`src/rtl/axi_ar_arbiter.sv`:
```
// ---------------------------------------------------------------------------
// axi_ar_arbiter
//
// Read-address (AR) channel arbiter and router for a 2-master / 3-slave AXI
// interconnect. This block is the control counterpart of the read-data (R)
// return mux.
//
// Function:
//   - Grants one master at a time. Priority between the masters is
//     round-robin.
//   - Decodes ARADDR to slave0, slave1 or the default slave.
//   - Tags the outgoing ID with a one-hot master tag in ARID_S[5:4]:
//     01 = master0, 10 = master1. The R mux routes responses on this tag.
//   - Allows one outstanding read per slave. A slave stays busy until its
//     RLAST beat is handshaked on the R channel.
//
// Ports:
//   clk, rst                          clock, asynchronous active-low reset
//   AR*_master0 / AR*_master1         master AR requests
//   ARREADY_master0/1                 request accepted (passes the target's ready)
//   ARID_S                            {2'b00, tag, ARID}, shared by all slaves
//   ARADDR_S/ARLEN_S/ARSIZE_S/ARBURST_S   shared AR payload
//   ARVALID_slave0/1/Default          per-slave valid
//   ARREADY_slave0/1/Default          per-slave ready
//   RVALID_slave*/RREADY_MtoS*/RLAST_slave*   R channel, observed only
// ---------------------------------------------------------------------------

`ifndef AXI_ID_BITS
`define AXI_ID_BITS 4
`endif
`ifndef AXI_IDS_BITS
`define AXI_IDS_BITS 8
`endif
`ifndef AXI_ADDR_BITS
`define AXI_ADDR_BITS 32
`endif
`ifndef AXI_LEN_BITS
`define AXI_LEN_BITS 4
`endif
`ifndef AXI_SIZE_BITS
`define AXI_SIZE_BITS 3
`endif

module axi_ar_arbiter #(
    parameter logic [`AXI_ADDR_BITS-1:0] S0_BASE = 32'h0000_0000,
    parameter logic [`AXI_ADDR_BITS-1:0] S0_MASK = 32'hFFFF_0000,
    parameter logic [`AXI_ADDR_BITS-1:0] S1_BASE = 32'h0001_0000,
    parameter logic [`AXI_ADDR_BITS-1:0] S1_MASK = 32'hFFFF_0000
) (
    input  logic                       clk,
    input  logic                       rst,

    // master0 AR channel
    input  logic [`AXI_ID_BITS-1:0]    ARID_master0,
    input  logic [`AXI_ADDR_BITS-1:0]  ARADDR_master0,
    input  logic [`AXI_LEN_BITS-1:0]   ARLEN_master0,
    input  logic [`AXI_SIZE_BITS-1:0]  ARSIZE_master0,
    input  logic [1:0]                 ARBURST_master0,
    input  logic                       ARVALID_master0,
    output logic                       ARREADY_master0,

    // master1 AR channel
    input  logic [`AXI_ID_BITS-1:0]    ARID_master1,
    input  logic [`AXI_ADDR_BITS-1:0]  ARADDR_master1,
    input  logic [`AXI_LEN_BITS-1:0]   ARLEN_master1,
    input  logic [`AXI_SIZE_BITS-1:0]  ARSIZE_master1,
    input  logic [1:0]                 ARBURST_master1,
    input  logic                       ARVALID_master1,
    output logic                       ARREADY_master1,

    // shared slave-side AR payload
    output logic [`AXI_IDS_BITS-1:0]   ARID_S,
    output logic [`AXI_ADDR_BITS-1:0]  ARADDR_S,
    output logic [`AXI_LEN_BITS-1:0]   ARLEN_S,
    output logic [`AXI_SIZE_BITS-1:0]  ARSIZE_S,
    output logic [1:0]                 ARBURST_S,

    // per-slave AR handshake
    output logic                       ARVALID_slave0,
    output logic                       ARVALID_slave1,
    output logic                       ARVALID_slaveDefault,
    input  logic                       ARREADY_slave0,
    input  logic                       ARREADY_slave1,
    input  logic                       ARREADY_slaveDefault,

    // observed R channel, used only to retire outstanding reads
    input  logic                       RVALID_slave0,
    input  logic                       RVALID_slave1,
    input  logic                       RVALID_slaveDefault,
    input  logic                       RREADY_MtoS0,
    input  logic                       RREADY_MtoS1,
    input  logic                       RREADY_MtoSDefault,
    input  logic                       RLAST_slave0,
    input  logic                       RLAST_slave1,
    input  logic                       RLAST_slaveDefault
);

    typedef enum logic {
        IDLE = 1'b0,
        ADDR = 1'b1
    } state_t;

    // Slave indices used for target and busy bookkeeping.
    localparam logic [1:0] TGT_S0  = 2'd0;
    localparam logic [1:0] TGT_S1  = 2'd1;
    localparam logic [1:0] TGT_DEF = 2'd2;

    localparam int ID_PAD = `AXI_IDS_BITS - `AXI_ID_BITS - 2;

    state_t      state;
    logic        grant_q;     // granted master index, valid in ADDR
    logic [1:0]  target_q;    // decoded target of the granted request
    logic [2:0]  busy;        // one outstanding read per slave
    logic        rr_ptr;      // master that wins a tie in IDLE

    logic [1:0]  tgt_m0;
    logic [1:0]  tgt_m1;
    logic        elig_m0;
    logic        elig_m1;
    logic        win_any;
    logic        win_master;
    logic [1:0]  win_target;
    logic [`AXI_ID_BITS-1:0]   win_id;
    logic [`AXI_ADDR_BITS-1:0] win_addr;
    logic [`AXI_LEN_BITS-1:0]  win_len;
    logic [`AXI_SIZE_BITS-1:0] win_size;
    logic [1:0]  win_burst;
    logic [1:0]  win_tag;

    logic        target_ready;
    logic        addr_hs;
    logic [2:0]  busy_set;
    logic [2:0]  r_done;

    // Address decode: slave0 has precedence over slave1, anything that hits
    // neither window goes to the default slave.
    function automatic logic [1:0] decode(input logic [`AXI_ADDR_BITS-1:0] addr);
        logic [1:0] tgt;
        if ((addr & S0_MASK) == S0_BASE) begin
            tgt = TGT_S0;
        end else if ((addr & S1_MASK) == S1_BASE) begin
            tgt = TGT_S1;
        end else begin
            tgt = TGT_DEF;
        end
        return tgt;
    endfunction

    assign tgt_m0 = decode(ARADDR_master0);
    assign tgt_m1 = decode(ARADDR_master1);

    // A master whose target is busy is simply not eligible, so the other
    // master can still be served (no head-of-line blocking across masters).
    assign elig_m0 = ARVALID_master0 && !busy[tgt_m0];
    assign elig_m1 = ARVALID_master1 && !busy[tgt_m1];
    assign win_any = elig_m0 || elig_m1;

    // The pointer only matters on a tie; a lone eligible master always wins.
    assign win_master = (elig_m0 && elig_m1) ? rr_ptr : elig_m1;

    // Payload of whichever master wins this cycle's arbitration.
    always_comb begin
        win_target = tgt_m0;
        win_id     = ARID_master0;
        win_addr   = ARADDR_master0;
        win_len    = ARLEN_master0;
        win_size   = ARSIZE_master0;
        win_burst  = ARBURST_master0;
        win_tag    = 2'b01;
        if (win_master) begin
            win_target = tgt_m1;
            win_id     = ARID_master1;
            win_addr   = ARADDR_master1;
            win_len    = ARLEN_master1;
            win_size   = ARSIZE_master1;
            win_burst  = ARBURST_master1;
            win_tag    = 2'b10;
        end
    end

    // Ready of the slave the granted request is routed to.
    always_comb begin
        target_ready = 1'b0;
        case (target_q)
            TGT_S0:  target_ready = ARREADY_slave0;
            TGT_S1:  target_ready = ARREADY_slave1;
            TGT_DEF: target_ready = ARREADY_slaveDefault;
            default: target_ready = 1'b0;
        endcase
    end

    assign addr_hs  = (state == ADDR) && target_ready;
    assign busy_set = addr_hs ? (3'b001 << target_q) : 3'b000;

    // Last R beat handshaked on a slave retires its single outstanding read.
    assign r_done = {RVALID_slaveDefault & RREADY_MtoSDefault & RLAST_slaveDefault,
                     RVALID_slave1       & RREADY_MtoS1       & RLAST_slave1,
                     RVALID_slave0       & RREADY_MtoS0       & RLAST_slave0};

    // The master ready is a pass-through of the target's ready, only for the
    // granted master and only while the request is being presented.
    assign ARREADY_master0 = (state == ADDR) && !grant_q && target_ready;
    assign ARREADY_master1 = (state == ADDR) &&  grant_q && target_ready;

    // Arbitration FSM. The shared payload and the per-slave valids are
    // registered: they are loaded at grant, held for the whole ADDR state
    // regardless of what the masters do, and cleared on the handshake so
    // that everything reads zero in IDLE.
    always_ff @(posedge clk or negedge rst) begin
        if (!rst) begin
            state                <= IDLE;
            grant_q              <= 1'b0;
            target_q             <= TGT_S0;
            busy                 <= 3'b000;
            rr_ptr               <= 1'b0;
            ARID_S               <= '0;
            ARADDR_S             <= '0;
            ARLEN_S              <= '0;
            ARSIZE_S             <= '0;
            ARBURST_S            <= '0;
            ARVALID_slave0       <= 1'b0;
            ARVALID_slave1       <= 1'b0;
            ARVALID_slaveDefault <= 1'b0;
        end else begin
            // Clear is applied after set so that it wins if both ever hit
            // the same slave in one cycle.
            busy <= (busy | busy_set) & ~r_done;

            case (state)
                IDLE: begin
                    if (win_any) begin
                        state                <= ADDR;
                        grant_q              <= win_master;
                        target_q             <= win_target;
                        ARID_S               <= {{ID_PAD{1'b0}}, win_tag, win_id};
                        ARADDR_S             <= win_addr;
                        ARLEN_S              <= win_len;
                        ARSIZE_S             <= win_size;
                        ARBURST_S            <= win_burst;
                        ARVALID_slave0       <= (win_target == TGT_S0);
                        ARVALID_slave1       <= (win_target == TGT_S1);
                        ARVALID_slaveDefault <= (win_target == TGT_DEF);
                    end
                end

                ADDR: begin
                    if (target_ready) begin
                        state                <= IDLE;
                        rr_ptr               <= ~grant_q;
                        ARID_S               <= '0;
                        ARADDR_S             <= '0;
                        ARLEN_S              <= '0;
                        ARSIZE_S             <= '0;
                        ARBURST_S            <= '0;
                        ARVALID_slave0       <= 1'b0;
                        ARVALID_slave1       <= 1'b0;
                        ARVALID_slaveDefault <= 1'b0;
                    end
                end

                default: begin
                    state <= IDLE;
                end
            endcase
        end
    end

endmodule
```
`config.mk`:
```
export PLATFORM = sky130hd
export DESIGN_NAME = axi_ar_arbiter
export DESIGN_NICKNAME = d
export VERILOG_FILES = /design/src/rtl/axi_ar_arbiter.sv
export SDC_FILE = /design/constraint.sdc
export NUM_CORES = 1
export LEC_CHECK = 0
export CAP_MARGIN = 30
export CORE_MARGIN = 8
export CORE_UTILIZATION = 23
export DETAILED_ROUTE_END_ITERATION = 12
export GPL_ROUTABILITY_DRIVEN = 0
export PLACE_DENSITY = 0.62
export SYNTH_ARGS = -nofsm -noshare
export SYNTH_HDL_FRONTEND = slang
export SYNTH_SLANG_ARGS = --single-unit
```
`constraint.sdc`:
```
create_clock -name clk -period 3.9 [get_ports clk]
set_input_delay 0.585 -clock clk [delete_from_list [all_inputs] [get_ports clk]]
set_output_delay 0.585 -clock clk [all_outputs]
set_load 0.05 [all_outputs]
```
==> PnR_summary.wiki <==
{| class="wikitable"
! Metric !! Value
|-
| Setup repair bufs after CTS || 0
|-
| Final setup violating endpoints || 0
|-
| Syn avg cell area || 10.8 µm²
|-
| Number of distinct library cells after synthesis || 35
|-
| Depth of the worst register-to-register path || 7
|-
| Overall routed net length || 10200 µm
|-
| Placed wire-length estimate after detailed placement || a little under 8000 µm
|-
| Top routing layer in use || met4
|-
| Starting utilization of the core area || 0.233
|-
| Quantity of I/O buffers inserted on ports || 157
|-
| # diodes || 0
|-
| Cell area reported after detailed placement || roughly 0.0046 mm²
|-
| DRT met1 WL || 3960 µm
|-
| Max_cap viols || 0
|-
| Met3 wire length || 809 µm
|-
| Share of synthesized area occupied by flip-flops and latches || 0.499
|-
| Total number of vias || approximately 2600
|-
| Drt wl/cell || 16.8 µm
|-
| Pin count of the biggest net entering global routing || 37
|-
| Die W || roughly 130 µm
|-
| Height of the die || between 100 and 150 µm
|-
| Type of the setup path with the least slack || in -> out
|-
| Count of buffer and inverter cells on the critical path || 3
|-
| Power consumption || around 4.3 mW
|-
| CP endpoint kind || output pin
|-
| Worst-skew pair later-pin latency || 0.32 ns
|-
| Arrival time at the worst endpoint || 2.60 ns
|-
| Core Util, Final || 0.392
|-
| Clock tree buffer depth || 2
|-
| Fin crit share || 0.816
|-
| RSZ-0062 raised after global routing || false
|-
| Most common library cell in the layout ignoring fill and taps || sky130_fd_sc_hd__clkdlybuf4s50_1
|-
| Detailed route wirelength on metal2 || 5300 µm
|-
| Rel. slew slack || 0.550
|-
| Static Leakage || 2.00 nW
|-
| Run status || completed
|-
| Pwr Density || roughly 900 mW/mm²
|-
| Post-CTS Hold Fix Bufs || 0
|-
| Most used DFF post-synth || sky130_fd_sc_hd__dfrtp_1
|-
| Worst setup skew after layout || between 0.006 and 0.007 ns
|-
| GRT overflow || 0
|-
| Number of H-tree branching levels || 3
|-
| Gr usage total || 0.123
|-
| Post-synthesis async set-or-reset flop share || 1.00
|-
| Ratio of routed vias to standard cells || 4.38
|-
| Resize count post-CTS || 0
|-
| Number of pins with negative max-slew slack in the final report || 0
|-
| Cells after Synth || 270
|-
| Post-Syn Area || 0.00291 mm²
|-
| Worst-margin pin slew || 0.676 ns
|-
| Final setup slack of the worst path || about 0.72 ns
|-
| Fraction of layout instances using a drive strength above 1 || 0.157
|-
| Ordered list of cells on the worst path || clkdlybuf4s50_1 -> mux2i_1 -> o21ai_0 -> and2_1 -> inv_1 -> nor2_1 -> clkdlybuf4s50_1
|-
| Data required time at the worst endpoint || between 3 and 4 ns
|-
| FF+latch count, synth || a little under 60
|-
| Critical path startpoint category || input pin
|-
| Largest stage delay, worst path || 0.82 ns
|-
| Count of routing violations after the opening detailed-route iteration || ~150
|-
| Endpoint of the lowest-slack register-to-register path || ARSIZE_S[1]$_DFFE_PN0P_
|-
| Clock transition at the register clock pins on the worst setup and hold paths after CTS || 0.05 ns
|-
| Vias in the first global route || between 2000 and 3000
|-
| Crit-path leading delay family || buffers and inverters
|-
| Post-route standard cell area excluding fillers || 0.00489 mm²
|-
| Min cycle time layout || 3.18 ns
|-
| Global-route wire length before repair || 15900 µm
|-
| Core area || 0.0125 mm²
|-
| CTS tree || yes
|-
| Worst slack after detailed placement || 0.564 ns
|-
| CTS sink count || 58
|-
| Count of flip-flops with a built-in enable after synthesis || 0
|-
| Number of buffers added by the clock tree synthesis step || 9
|-
| I/O pin count || 160
|-
| Commonest non-fill, non-tap cells in the layout || 156 x sky130_fd_sc_hd__clkdlybuf4s50_1, 58 x sky130_fd_sc_hd__dfrtp_1, 47 x sky130_fd_sc_hd__inv_1
|-
| Worst setup slack for register-to-register paths || 1.78 ns
|-
| Root cell of the clock tree || sky130_fd_sc_hd__clkbuf_16
|-
| Cell at the slowest stage of the critical path || sky130_fd_sc_hd__clkdlybuf4s50_1
|-
| Summed negative setup slack over all endpoints || 0 ns
|-
| Final Hold Violating Endpoints || 0
|-
| Yosys warns || 0
|-
| Achievable clock frequency || 0.314 GHz
|-
| Number of core rows || 41
|-
| Residual antenna-violating net count after detailed routing || 0
|-
| Number of remaining DRC errors || 0
|-
| Syn-to-layout area delta || 67.9%
|-
| Cell seen most often among critical-path stages || sky130_fd_sc_hd__clkdlybuf4s50_1
|-
| Largest fanout on the critical path || 5
|-
| Antenna violations before repair || 0
|-
| R2r startpoint || busy[1]$_DFF_PN0_
|-
| Worst vdd rail ir drop || ~380 µV
|-
| Die footprint || around 0.017 mm²
|-
| Layout net count || around 530
|-
| Tightest Hold Check Type || in -> async
|-
| Pre-Repair DR Iteration Count || 5
|}
[flip-flops by register name (all words and copies together) (netlist names)]
signal                flops
ARADDR_S                 32
ARBURST_S                 2
ARID_S                    6
ARLEN_S                   4
ARSIZE_S                  3
ARVALID_slave0            1
ARVALID_slave1            1
ARVALID_slaveDefault      1
busy                      3
grant_q                   1
rr_ptr                    1
state                     1
target_q                  2
[synth_stat cells (all sizes together) (3+ instances only)]
master | n | area [µm²]
a21o | 3 | 22.5
a22oi | 43 | 323
a31oi | 7 | 43.8
buf | 17 | 124
dfrtp | 58 | 1450
inv | 47 | 176
mux2 | 4 | 52.6
mux2i | 7 | 70.1
nand2 | 3 | 11.3
nor2 | 5 | 18.8
nor4 | 6 | 37.5
o21ai | 46 | 384
o2bb2ai | 3 | 26.3
[cell type report]
cell class / count / area (µm²)
Tap cell: 172 / 215
Multi-Input combinational cell: 149 / 1160
Clock inverter: 3 / 15.0
Sequential cell: 58 / 1450
Inverter: 47 / 176
Timing Repair Buffer: 162 / 1620
Fill cell: 1215 / 7580
Clock buffer: 13 / 250
[worst reg2reg max path, cell delays in order, from the launching register on]
cell and delay [ns]:
sky130_fd_sc_hd__dfrtp_1 0.40, sky130_fd_sc_hd__mux2i_1 0.16, sky130_fd_sc_hd__nand2_1 0.08, sky130_fd_sc_hd__mux2_4 0.31, sky130_fd_sc_hd__o211a_1 0.38, sky130_fd_sc_hd__buf_4 0.33
sky130_fd_sc_hd__a22oi_1 0.25, sky130_fd_sc_hd__o21ai_2 0.09
[through the flow]
step | hold WS [ns] | cells
after floorplan | 0.289 | 271
after global placement | 0.460 | 588
after detailed placement | 0.480 | 588
after CTS | 0.319 | 604
after global routing | 0.357 | 604
final | 0.301 | 604
[per-layer routing]
metal  up-vias  GRT usage
met2        82      0.213
met5         -          0
met1      1289      0.135
met4         0     0.0483
li1       1269          -
met3         7     0.0422
[report_power, final]
part           switching [mW]  internal [mW]
combinational            1.66          0.870
clock                   0.261          0.444
sequential              0.180          0.894
total                    2.10           2.21
[worst max path at each step]
stage | from | to | depth (start not counted)
2_1_floorplan | ARADDR_master0[24] | ARADDR_S[31]$_DFFE_PN0P_ | 8
4_1_cts | ARREADY_slave1 | ARREADY_master0 | 7
3_5_place_dp | ARADDR_master1[26] | ARADDR_S[22]$_DFFE_PN0P_ | 8
6_report | ARREADY_slave0 | ARREADY_master0 | 7
5_1_grt | ARREADY_slave0 | ARREADY_master0 | 7
3_3_place_gp | ARADDR_master1[26] | ARBURST_S[1]$_DFFE_PN0P_ | 8
[cell families (layout without fill, tap and decap cells)]
| kind of cell | after synthesis | count (layout) | share of synthesized area |
|---|---|---|---|
| flops | 58 | 58 | 0.499 |
| compound gates | 108 | 108 | 0.298 |
| mux | 11 | 11 | 0.0421 |
| simple gates | 28 | 28 | 0.0563 |
| other cells | 1 | 2 | 0.00129 |
| buf+inv | 64 | 225 | 0.103 |
Power figures use the tool's default switching activity.
